`config.mk`:
```
export PLATFORM = sky130hd
export DESIGN_NAME = tick_pulse_gen
export DESIGN_NICKNAME = d
export VERILOG_FILES = /design/src/rtl/tick_pulse_gen.sv
export SDC_FILE = /design/constraint.sdc
export NUM_CORES = 1
export LEC_CHECK = 0
export BUFFER_PORTS_ARGS = -buffer_cell sky130_fd_sc_hd__buf_2
export CAP_MARGIN = 20
export CORE_MARGIN = 2
export CORE_UTILIZATION = 58
export DETAILED_ROUTE_END_ITERATION = 7
export GPL_TIMING_DRIVEN = 0
export PLACE_DENSITY = 0.82
export SETUP_SLACK_MARGIN = 0.05
export SLEW_MARGIN = 20
export SYNTH_ARGS = -nofsm -noshare
export SYNTH_HDL_FRONTEND = slang
export SYNTH_SLANG_ARGS = --single-unit
```
`constraint.sdc`:
```
create_clock -name clock -period 4.4 [get_ports clock]
set_clock_uncertainty 0.1 [all_clocks]
set_input_delay 0 -clock clock [delete_from_list [all_inputs] [get_ports clock]]
set_output_delay 0 -clock clock [all_outputs]
set_load 0.1 [all_outputs]
```
`src/rtl/tick_pulse_gen.sv`:
```
// rtl/tick_pulse_gen.sv - multi-channel tick enables, divided square waves and power-on start pulse
//
// Purpose: derives per-channel clock enables (periodic or one-shot) and toggling
// square waves from the single system clock, plus a one-time start pulse after reset.
//
// Ports:
//   clock     system clock, rising edge
//   reset     synchronous, active-high
//   enable    global run enable for all channels (start sequencer unaffected)
//   period    channel i period at [i*CNT_W +: CNT_W]; 0 disables the channel
//   mode      per channel: 0 = periodic, 1 = one-shot
//   trigger   per channel one-shot launch (ignored in periodic mode)
//   tick      one-cycle registered pulse per channel event
//   slow_clk  toggles on every tick of the channel
//   start     power-on start pulse
//   busy      OR of all armed one-shot channels

module tick_pulse_gen #(
   parameter int CHANNELS    = 2,
   parameter int CNT_W       = 16,
   parameter int START_DELAY = 5,
   parameter int START_WIDTH = 5
) (
   input  logic                      clock,
   input  logic                      reset,
   input  logic                      enable,
   input  logic [CHANNELS*CNT_W-1:0] period,
   input  logic [CHANNELS-1:0]       mode,
   input  logic [CHANNELS-1:0]       trigger,
   output logic [CHANNELS-1:0]       tick,
   output logic [CHANNELS-1:0]       slow_clk,
   output logic                      start,
   output logic                      busy
);

   localparam int               SW        = $clog2(START_DELAY + START_WIDTH + 1);
   localparam logic [SW-1:0]    START_LO  = SW'(START_DELAY);
   localparam logic [SW-1:0]    START_END = SW'(START_DELAY + START_WIDTH);
   localparam logic [CNT_W-1:0] ONE       = CNT_W'(1);

   logic [CHANNELS-1:0][CNT_W-1:0] per;
   logic [CHANNELS-1:0][CNT_W-1:0] cnt;
   logic [CHANNELS-1:0][CNT_W-1:0] cnt_n;
   logic [CHANNELS-1:0]            armed;
   logic [CHANNELS-1:0]            armed_n;
   logic [CHANNELS-1:0]            mode_q;
   logic [CHANNELS-1:0]            tick_n;
   logic [CHANNELS-1:0]            slow_n;
   logic [SW-1:0]                  scnt;
   logic [SW-1:0]                  scnt_n;
   logic                           start_n;

   assign per  = period;
   assign busy = |armed;

   always_comb begin
      for (int i = 0; i < CHANNELS; i++) begin
         cnt_n[i]   = cnt[i];
         armed_n[i] = armed[i];
         tick_n[i]  = 1'b0;
         slow_n[i]  = slow_clk[i];
         if (per[i] == '0) begin
            cnt_n[i]   = '0;
            armed_n[i] = 1'b0;
         end else if (mode[i] != mode_q[i]) begin
            // mode switch restarts the channel cleanly, no tick on this edge
            cnt_n[i]   = '0;
            armed_n[i] = 1'b0;
         end else if (!mode[i]) begin
            if (enable) begin
               // >= rather than == so a period shrunk below the current count
               // expires on the next edge instead of wrapping through 2^CNT_W
               if (cnt[i] >= per[i] - ONE) begin
                  cnt_n[i]  = '0;
                  tick_n[i] = 1'b1;
                  slow_n[i] = ~slow_clk[i];
               end else begin
                  cnt_n[i] = cnt[i] + ONE;
               end
            end
         end else if (trigger[i]) begin
            // trigger wins over an expiring count: restart, tick suppressed;
            // sampled even when enable is low
            armed_n[i] = 1'b1;
            cnt_n[i]   = '0;
         end else if (armed[i] && enable) begin
            if (cnt[i] >= per[i] - ONE) begin
               cnt_n[i]   = '0;
               armed_n[i] = 1'b0;
               tick_n[i]  = 1'b1;
               slow_n[i]  = ~slow_clk[i];
            end else begin
               cnt_n[i] = cnt[i] + ONE;
            end
         end
      end
   end

   // start counter saturates at DELAY+WIDTH; first released edge counts as 1
   always_comb begin
      scnt_n  = (scnt == START_END) ? scnt : scnt + SW'(1);
      start_n = (scnt_n >= START_LO) && (scnt_n < START_END);
   end

   always_ff @(posedge clock) begin
      if (reset) begin
         cnt      <= '0;
         armed    <= '0;
         tick     <= '0;
         slow_clk <= '0;
         mode_q   <= mode;   // avoid a spurious mode-change event right after reset
         scnt     <= '0;
         start    <= 1'b0;
      end else begin
         cnt      <= cnt_n;
         armed    <= armed_n;
         tick     <= tick_n;
         slow_clk <= slow_n;
         mode_q   <= mode;
         scnt     <= scnt_n;
         start    <= start_n;
      end
   end

endmodule
```
==> impl_results.md, run 1 <==
- WS Path Type: in2reg
- Peak supply drop: 0.164 mV
- Post-CTS Setup Bufs: 0
- IO buf count: 43
- Starting Density: 0.602
- Final ANT Viol Nets: 0
- # nets final: 538
- Final setup fails: 0
- GPL Wtd Cong: 0.826
- Area grow syn2layout: 13.8%
- Layout cell share with drive strength beyond 1: 0.148
- DR pass1 iterations: 4
- Internal: 0.612 mW
- WP data required: 4.51 ns
- Top-count cell post-synth: nor2_1
- Timing-limited maximum frequency: 0.274 GHz
- Total GRT Usage: 0.236
- Syn Nets: 483
- Cell variety after synth: 55
- Gr ovfl total: 0
- Synth top area share: 0.272
- Die height: 79.6 microns
- Slowest CP cell: or3b_2
- Arrival @ worst endpoint: 3.76 ns
- Synthesized flop and latch total: 45
- TritonCTS clock tree: yes
- Sequential Power Share: 0.503
- Hold WC Path Type: in2reg
- Clock latency on the worst-skew pair: 0.29 ns
- Diodes inserted: 0
- Vias in the first global route: 2889
- Post-route insts no fill: 533
- Sw Ratio: 0.262
- Net Switching: 0.217 mW
- Hold_buf cts: 5
- Fillers: 460
- Top_reg_cell synth: dfxtp_1
- DP HPWL: 5.58 mm
- Comb power frac: 0.163
- 1st-iter DRT viols: 165
- Syn avg cell area: 8.18 sq um
- Total CTS buffers: 5
- Clock period minus worst slack: 3.65 ns
- Fraction of registers with async set/reset: 0
- Die ar.: 0.00633 sq mm
- Slew Limit Fails: 0
- Leak Pwr: 1.50 nW
- Slew @ Worst Pin: 0.830 ns
- IO Count: 45
- Drt wl/cell: 13.1 microns
- Number of H-tree levels: 2
- Period Utilization, post-route: 0.828
- Worst path most repeated cell: nor3_1
- Cell area after synthesis: 0.00331 sq mm
- Drt drc: 0
- Area after DPL: 0.00362 sq mm
- Finished Cell Area: 0.00377 sq mm
- Post-cts sizing count: 0
- Routed via count: 2971
- Number of synthesized flops with an enable pin: 0
- Core Area: 0.00551 sq mm
- Vias per cell: 5.57
- Pwr dens: 220 mW/mm^2
- Root Buffer: clkbuf_8
- First-pass GRT wire length: 12.0 mm
- Initial antenna violation count: 0
- Largest fanout on the critical path: 7
- Clock power share: 0.333
- Max incr delay on CP: 0.52 ns
- Post-Route WL: 6.99 mm
- Clock Path Buffers: 2
- Row cnt: 27
- Seq/Total Area, Yosys: 0.272
- Post-Syn Instances: 405
- CTS Sinks: 45
- CP endpoint kind: flop
- CP Cell Sequence: buf_2, or3_4, nor3_1, nand2b_1, or3b_1, nor3_1, xnor2_1, ha_1, and4_1, a221oi_1, nand3_1, or3b_2, a21oi_1
- Yosys warns: 0
- Max-cap violations: 0
- # placed instances: 520
- Crit start category: primary input
- TNS Setup: 0 ns
- Final Hold Viols: 0
- Setup repair after global routing missed its margin: no
- Clock transition at path regs: 0.08 ns
- Status: complete, no violations
- Slew headroom: 0.442
- Core Util, Final: 0.685
- DIE WIDTH: 79.6 microns
- Cell taking the most area after synthesis: dfxtp_1
- Synth top cells by count: nor2_1, dfxtp_1, nand2_1
- Pin count of the biggest net entering global routing: 14
- Dominant cells by area after synthesis: dfxtp_1, ha_1, xnor2_1
[logic make-up after synthesis]
family / count (synthesis) / share of synthesized area
XOR/XNOR: 54 / 0.143
flip-flops: 45 / 0.272
AO/OA/AOI/OAI: 58 / 0.116
AND/OR/NAND/NOR: 188 / 0.291
multiplexers: 2 / 0.00642
adder cells (fa/ha/maj): 39 / 0.147
buffers and inverters: 19 / 0.0253
[worst max-delay path, delay by kind of cell]
kind	cells	cell delay, ns
AO/OA/AOI/OAI	2	0.68
XOR/XNOR	1	0.16
adder cells (fa/ha/maj)	1	0.28
AND/OR/NAND/NOR	8	2.53
buffers and inverters	1	0.11
[metal layers]
layer	track usage	part of all wire	vias up	wire length, microns
met5	0	0	-	0
met4	0.0741	0.012	0	87
met3	0.0362	0.032	8	222
met2	0.424	0.50	46	3470
met1	0.287	0.46	1372	3210
li1	-	-	1545	-
[placed cells by master, fill, tap and decap left out, types with 2 or more instances in the layout]
master	synthesis	layout
a211oi_1	2	2
a21o_1	4	4
a21oi_1	23	23
a221o_1	2	2
a221oi_1	3	3
a31oi_1	2	2
and2b_1	2	2
and3_1	6	6
and4_1	3	3
buf_2	2	45
clkbuf_1	2	2
clkbuf_8	1	8
dfxtp_1	45	45
dlygate4sd3_1	0	5
ha_1	39	39
inv_1	14	14
nand2_1	44	44
nand2b_1	5	5
nand3_1	13	13
nand3b_1	3	3
nand4_1	11	11
nor2_1	47	47
nor2b_1	5	5
nor3_1	18	18
nor3b_1	2	2
nor4_1	7	7
nor4b_1	3	3
o21ai_0	10	10
or2_2	4	4
or3_1	4	4
or3b_1	2	2
xnor2_1	28	28
xor2_1	26	26
[registers in the layout (all words and copies together), names as in the netlist]
| name | count |
|---|---|
| armed | 2 |
| cnt | 32 |
| mode_q | 2 |
| scnt | 4 |
| slow_clk | 2 |
| start | 1 |
| tick | 2 |
[per-stage QoR]
step	hold slack [ns]	worst slack (ns)	total power, mW
floorplan	-0.0723	1.24	0.510
global placement	0.0784	0.692	0.552
detailed placement	0.0863	0.543	0.558
CTS	0.0182	0.840	0.840
global route	0.0547	0.547	0.868
finish	0.0338	0.755	0.829
[power groups by stage]
stage / combinational [mW] / sequential, mW / clock, mW
after floorplan: 0.0803 / 0.429 / 0
after global placement: 0.125 / 0.426 / 0
after detailed placement: 0.131 / 0.427 / 0
after CTS: 0.136 / 0.417 / 0.287
after global routing: 0.152 / 0.418 / 0.298
final: 0.136 / 0.417 / 0.276
[cell type report]
type | instances | area (sq um) | share of cell area
multi-input cells | 341 | 2330 | 0.618
flip-flops and latches | 45 | 901 | 0.239
repair buffers | 48 | 265 | 0.0704
clock buffers | 7 | 96.3 | 0.0256
well taps | 72 | 90.1 | 0.0239
inverters | 14 | 52.6 | 0.0139
plain buffers | 5 | 31.3 | 0.00830
clock inverters | 1 | 5.00 | 0.00133
[path summary, 6_finish.rpt]
check	slack [ns]	start	depth (start not counted)	end
worst max-delay path	0.75	period[20]	13	cnt[17]$_SDFFE_PP0P_
worst min-delay path	0.03	trigger[0]	3	armed[0]$_SDFFE_PP0P_
worst min register to register	0.40	slow_clk[1]$_SDFFE_PP0P_	2	slow_clk[1]$_SDFFE_PP0P_
worst max register to register	1.71	cnt[16]$_SDFFE_PP0P_	8	cnt[17]$_SDFFE_PP0P_
No activity file was read; power rests on OpenSTA's default activity.
==> run 2: changes to the inputs <==
- ABC_AREA: not set -> 1
- CORE_UTILIZATION: 58 -> 60
- PLACE_DENSITY: 0.82 -> 0.84
- clock period: 4.4 -> 3.6 ns (I/O delays scaled with it)
==> run 2 against run 1 <==
Effect of this change: sequential share of layout area down 3.0 points; utilization up 0.16 points; synthesized area up 16%; flip-flop and latch count unchanged; clock-buffer cell count down 1; non-clock buffer count down 1; largest cell class unchanged; largest power group unchanged; highest routed layer unchanged.
==> impl_results.md, run 2 <==
- # nets final: 685 (+27%)
- Row cnt: 29 (+7.4%)
- Final Hold Viols: 0 (unchanged)
- Synth top area share: 0.233 (-0.0384)
- Dominant cells by area after synthesis: dfxtp_1, ha_1, nand2_1
- Cell area after synthesis: 0.00386 sq mm (+16%)
- IO Count: 45 (unchanged)
- DIE WIDTH: 84.2 microns (+5.8%)
- Largest Register: cnt
- Drt wl/cell: 11.2 microns (-14%)
- Arrival @ worst endpoint: 2.64 ns (-1.12 ns)
- Area grow syn2layout: 11.6%
- Pwr dens: 239 mW/mm^2 (+8.7%)
- Met1 WL: 3.31 mm (+3.1%)
- Yosys warns: 0 (unchanged)
- Synthesized flop and latch total: 45 (unchanged)
- Cell variety after synth: 38 (-31%)
- Slew Limit Fails: 0 (unchanged)
- Final setup fails: 0 (unchanged)
- Commonest non-fill, non-tap cell in the layout: nand2_1
- Total CTS buffers: 5 (unchanged)
- Clock Path Buffers: 2 (unchanged)
- Slew headroom: 0.675 (+0.234)
- Area after DPL: 0.00418 sq mm (+15%)
- Number of synthesized flops with an enable pin: 0 (unchanged)
- Max incr delay on CP: 0.29 ns (-0.23 ns)
- Synth top cells by count: nand2_1, inv_1, nor2_1
- GPL Wtd Cong: 0.810 (-1.9%)
- Biggest regs: cnt: 32 flops, scnt: 4 flops
- Finished Cell Area: 0.00431 sq mm (+14%)
- Clock latency on the worst-skew pair: 0.30 ns (about the same)
- Post-cts sizing count: 0 (unchanged)
- Post-Route WL: 7.70 mm (+10%)
- DP HPWL: 6.23 mm (+12%)
- Gr ovfl total: 0 (unchanged)
- CP endpoint kind: flop
- Crit start category: primary input
- Max-cap violations: 0 (unchanged)
- 1st-iter DRT viols: 135 (-18%)
- Diodes inserted: 0 (unchanged)
- Clock period minus worst slack: 2.55 ns
- Hold WC Path Type: in2reg
- Die height: 84.2 microns (+5.8%)
- Drt drc: 0 (unchanged)
- Pin count of the biggest net entering global routing: 14 (unchanged)
- Fraction of registers with async set/reset: 0 (unchanged)
- Top_reg_cell synth: dfxtp_1
- Total GRT Usage: 0.224 (-0.0114)
- Status: complete, no violations
- Top-count cell post-synth: nand2_1
- CP Cell Sequence: buf_2, inv_1, ha_1, nand2_1, nor2_2, nand2_4, nor3_2, nand2_1, nor3_2, xor2_1, inv_1, ha_1, nand4_1, a21oi_1, nor2_1, nand3_1, nand2_1, nand2_4, buf_6, nor2_4
- WS Path Type: in2reg
- Post-Syn Instances: 551 (+36%)
- Most frequent cells in the layout: nand2_1, inv_1, nor2_1
- Routed via count: 3579 (+20%)
- CP top delay family: simple AND/OR/NAND/NOR gates
- Top routing layer in use: met4
- Period Utilization, post-route: 0.708
- Cell taking the most area after synthesis: dfxtp_1
- Peak supply drop: 0.167 mV (+1.7%)
- Root Buffer: clkbuf_8
- Vias per cell: 5.22 (-6.3%)
- Final ANT Viol Nets: 0 (unchanged)
- Syn avg cell area: 7.00 sq um (-14%)
- Worst Path Buf+Inv: 4 (+3)
- Slowest CP cell: ha_1
- First-pass GRT wire length: 13.7 mm (+14%)
- TNS Setup: 0 ns (unchanged)
- Worst setup margin: 1.05 ns (+0.296 ns)
- Slew @ Worst Pin: 0.491 ns (-0.339 ns)
- DR WL met3: 247 microns (+11%)
- Fillers: 563 (+22%)
- CTS Sinks: 45 (unchanged)
- Worst path most repeated cell: nand2_1
- Max reg flops: 32 (unchanged)
- Setup repair after global routing missed its margin: no
- Initial antenna violation count: 0 (unchanged)
- WP data required: 3.69 ns (-0.82 ns)
- Syn Nets: 629 (+30%)
- Layout cell share with drive strength beyond 1: 0.186 (+0.0383)
- Seq/Total Area, Yosys: 0.233 (-0.0384)
- IO buf count: 44 (+2.3%)
- DR WL met2: 3.99 mm (+15%)
- Timing-limited maximum frequency: 0.392 GHz
- Largest fanout on the critical path: 10 (+3)
- Vias in the first global route: 3466 (+20%)
- Core Area: 0.00628 sq mm (+14%)
- Number of H-tree levels: 2 (unchanged)
- Starting Density: 0.615 (+0.0130)
- Die ar.: 0.00709 sq mm (+12%)
- DR pass1 iterations: 4 (unchanged)
- TritonCTS clock tree: yes
- Leak Pwr: 2.06 nW (+38%)
- Post-Place Worst Slack: 0.702 ns (+0.160 ns)
- Clock transition at path regs: 0.09 ns (about the same)
-- run 2: cell count changes in the layout (fill, tap and decap cells not counted), sizes merged, moves of 5 or more --
| cell | previous run | this run |
|---|---|---|
| nand2b | 5 | 0 |
| nand3 | 13 | 29 |
| nor2b | 5 | 0 |
| nor2 | 48 | 88 |
| a21oi | 23 | 18 |
| xnor2 | 28 | 13 |
| nand4 | 11 | 22 |
| nor4 | 7 | 2 |
| a21o | 5 | 0 |
| inv | 14 | 94 |
| and3 | 6 | 0 |
| nand2 | 44 | 126 |
| or3 | 5 | 0 |
-- run 2: final cells by class --
type | instances | area [sq um] | share of cell area
clock inverters | 2 | 10.0 | 0.00232
inverters | 95 | 357 | 0.0828
repair buffers | 49 | 270 | 0.0627
multi-input cells | 408 | 2560 | 0.595
clock buffers | 6 | 72.6 | 0.0168
plain buffers | 3 | 36.3 | 0.00842
well taps | 77 | 96.3 | 0.0224
flip-flops and latches | 45 | 901 | 0.209
-- run 2: worst paths after layout --
check                           slack [ns]             startpoint  cells after the start                     to
worst max-delay path                  1.05             period[16]                     20   cnt[29]$_SDFFE_PP0P_
worst min-delay path                  0.06                 enable                      4    cnt[1]$_SDFFE_PP0P_
worst max register to register        1.58   cnt[23]$_SDFFE_PP0P_                     13   cnt[29]$_SDFFE_PP0P_
worst min register to register        0.38  armed[0]$_SDFFE_PP0P_                      2  armed[0]$_SDFFE_PP0P_
-- run 2: cell families after synthesis --
kind of cell | share of synthesized area
simple gates | 0.382
buf+inv | 0.102
flops | 0.233
compound gates | 0.0629
xor+xnor | 0.0931
fa+ha+maj | 0.126
-- run 2: worst register-to-register path: cells and delay by family, from the launching register on --
family / cells / cell delay [ns]
adders and majority gates: 1 / 0.29
buffers and inverters: 2 / 0.22
DFF: 1 / 0.47
and+or+nand+nor: 10 / 0.89
-- run 2: layer usage --
| metal | up-vias | GRT usage |
|---|---|---|
| li1 | 1865 | - |
| met1 | 1621 | 0.250 |
| met2 | 82 | 0.441 |
| met3 | 11 | 0.0206 |
| met4 | 0 | 0.0748 |
| met5 | - | 0 |
-- run 2: through the flow --
step	power [mW]	instances	hold slack [ns]	utilization
CTS	1.04	685	0.0497	0.686
floorplan	0.670	551	-0.0723	-
global route	1.08	685	0.0865	0.686
global placement	0.722	672	0.0567	0.665
detailed placement	0.734	672	0.0591	0.665
finish	1.03	685	0.0564	0.686
-- run 2: what timing repair did --
action,CTS,global route
hold buffers,5,0
hold endpoints to repair,11,0
buffers inserted,0,0
-- run 2: report_power, final --
part,internal [mW],total (mW),switching [mW]
registers,0.505,0.511,0.00608
logic,0.0794,0.215,0.135
clock network,0.135,0.304,0.169
total,0.719,1.03,0.310
==> run 3: changes to the inputs <==
- CORE_UTILIZATION: 60 -> 54
- PLACE_DENSITY: 0.84 -> 0.8
- clock period: 3.6 -> 2.11 ns (I/O delays scaled with it)
==> run 3 against run 2 <==
Effect of this change: the flow now finishes with violations (negative setup slack); cell count increased by 6.9%; setup slack worse by 1.1 ns; sequential power rose by 71%; global-route usage about the same; cell area rose by 15%; clock-buffer cell count rose by 1; utilization up 3.4 points; hold slack better by 0.0072 ns; highest routed layer unchanged; largest cell class unchanged; register-to-register slack got worse by 1.5 ns; combinational power increased by 120%.
==> impl_results.md, run 3 (synthesized netlist as in run 2, its figures left out) <==
- Largest fanout on the critical path: 4 (-6)
- Slew headroom: 0.656 (-0.0189)
- Clock latency on the worst-skew pair: 0.30 ns (about the same)
- Worst Path Buf+Inv: 6 (+2)
- Slowest CP cell: ha_1
- Period Utilization, post-route: 1.05
- Status: finished with violations
- Root Buffer: clkbuf_8
- Timing-limited maximum frequency: 0.453 GHz
- Slew @ Worst Pin: 0.510 ns (+0.0196 ns)
- Initial antenna violation count: 0 (unchanged)
- FF-to-FF End: cnt[17]$_SDFFE_PP0P_
- IO Count: 45 (unchanged)
- Drt drc: 0 (unchanged)
- DP HPWL: 6.22 mm (-0.26%)
- Crit path to: slow_clk[0]$_SDFFE_PP0P_
- Crit start category: primary input
- RR Startpoint: cnt[23]$_SDFFE_PP0P_
- Clock Path Buffers: 2 (unchanged)
- Area grow syn2layout: 28.3%
- Vias per cell: 5.09 (-2.6%)
- Drt wl/cell: 12.2 microns (+8.2%)
- CP endpoint kind: flop
- Die ar.: 0.00784 sq mm (+11%)
- Crit path from: period[0]
- Commonest non-fill, non-tap cell in the layout: nand2_1
- Pin count of the biggest net entering global routing: 13 (-1)
- Diodes inserted: 0 (unchanged)
- Final ANT Viol Nets: 0 (unchanged)
- Failing checks: negative setup slack
- Row cnt: 30 (+3.4%)
- Largest Register: cnt
- Final setup fails: 16 (+16)
- 1st-iter DRT viols: 155 (+15%)
- Layout cell share with drive strength beyond 1: 0.292 (+0.107)
- IO buf count: 44 (unchanged)
- Gr ovfl total: 0 (unchanged)
- Max-cap violations: 0 (unchanged)
- CP top delay family: simple AND/OR/NAND/NOR gates
- CTS Sinks: 45 (unchanged)
- Clock transition at path regs: 0.09 ns (about the same)
- Arrival @ worst endpoint: 2.34 ns (-0.30 ns)
- TritonCTS clock tree: yes
- GPL Wtd Cong: 0.881 (+8.7%)
- Starting Density: 0.562 (-0.0530)
- Die height: 88.5 microns (+5.1%)
- Core Area: 0.00687 sq mm (+9.4%)
- Biggest regs: cnt: 32 flops, scnt: 4 flops
- Hold_ws: 0.0636 ns (+0.00723 ns)
- CP Cell Sequence: buf_2, inv_2, ha_4, nand3_4, nor2_4, nand3_2, nor2_2, xor2_1, inv_1, ha_1, nand4_1, a21oi_2, nor2_2, buf_4, buf_6, nand2_4, nand3_2, nand2_1, inv_1, nor2_1
- Clock period minus worst slack: 2.21 ns
- WP data required: 2.25 ns (-1.44 ns)
- Leak Pwr: 2.28 nW (+11%)
- Total CTS buffers: 5 (unchanged)
- Total GRT Usage: 0.225 (+0.000364)
- DIE WIDTH: 88.5 microns (+5.1%)
- Worst setup margin: -0.0969 ns (-1.15 ns)
- WP depth: 20 (unchanged)
- Worst R2R Setup Slack: 0.13 ns (-1.45 ns)
- # nets final: 714 (+4.2%)
- Max reg flops: 32 (unchanged)
- WS Path Type: in2reg
- Total power: 1.89 mW (+83%)
- Vias in the first global route: 3584 (+3.4%)
- Final Hold Viols: 0 (unchanged)
- Setup repair after global routing missed its margin: yes
- Post-Route WL: 8.89 mm (+16%)
- Slew Limit Fails: 0 (unchanged)
- Hold WC Path Type: in2reg
- Max incr delay on CP: 0.28 ns (about the same)
- Peak supply drop: 0.277 mV (+66%)
- DR pass1 iterations: 5 (+1)
- Routed via count: 3727 (+4.1%)
- Pwr dens: 381 mW/mm^2 (+59%)
- First-pass GRT wire length: 14.3 mm (+4.6%)
- R2r worst-path depth: 13 (unchanged)
- Most frequent cells in the layout: nand2_1, inv_1, nor2_1
- Number of H-tree levels: 2 (unchanged)
run 3: routing by layer:
metal,GRT usage,vias up,wire length (microns)
met4,0.0813,0,190
met2,0.433,84,4860
met1,0.248,1711,3550
li1,-,1915,-
met3,0.0317,17,287
met5,0,-,0
run 3: worst min path at each step:
stage | start | to | slack, ns | depth (start not counted)
floorplan | mode[0] | mode_q[0]$_DFF_P_ | -0.07 | 0
global placement | mode[1] | mode_q[1]$_DFF_P_ | 0.06 | 1
detailed placement | mode[1] | mode_q[1]$_DFF_P_ | 0.06 | 1
CTS | enable | cnt[1]$_SDFFE_PP0P_ | 0.05 | 4
global route | enable | cnt[1]$_SDFFE_PP0P_ | 0.09 | 4
finish | enable | cnt[1]$_SDFFE_PP0P_ | 0.06 | 4
run 3: metrics by stage:
step	util	TNS (ns)	instances	setup WS, ns	area (sq um)
after floorplan	-	-3.64	551	-0.228	3970
after global placement	0.627	-17.66	691	-0.641	4310
after detailed placement	0.627	-19.72	691	-0.722	4310
after CTS	0.711	-0.754	732	-0.0797	4890
after global routing	0.721	-7.00	732	-0.315	4950
final	0.721	-0.426	732	-0.0969	4950
run 3: final cells by class:
cell class,count,area (sq um)
multi-input combinational,408,2830
fill,546,1920
sequential,45,901
timing repair buffer,79,588
inverter,95,397
tap,96,120
clock buffer,7,86.3
buffer,2,25.0
run 3: worst min-delay path, delay by kind of cell:
family / cells / cell delay [ns]
AND/OR/NAND/NOR: 2 / 0.25
buffers and inverters: 1 / 0.12
AO/OA/AOI/OAI: 1 / 0.05
run 3: report_power, final:
part / total (mW) / internal (mW) / leakage [nW] / switching (mW)
logic: 0.463 / 0.190 / 1.88 / 0.273
clock network: 0.551 / 0.260 / 0.0443 / 0.291
registers: 0.873 / 0.862 / 0.364 / 0.0108
run 3: repair_timing:
action                                  4_1_cts  5_1_grt
endpoints found under the setup margin       37       38
gates resized for setup                      45       23
pin swaps                                    41        6
cloned                                        2        0
endpoints found under the hold margin         9        0
hold buffers                                  5        0
setup buffers                                27        3
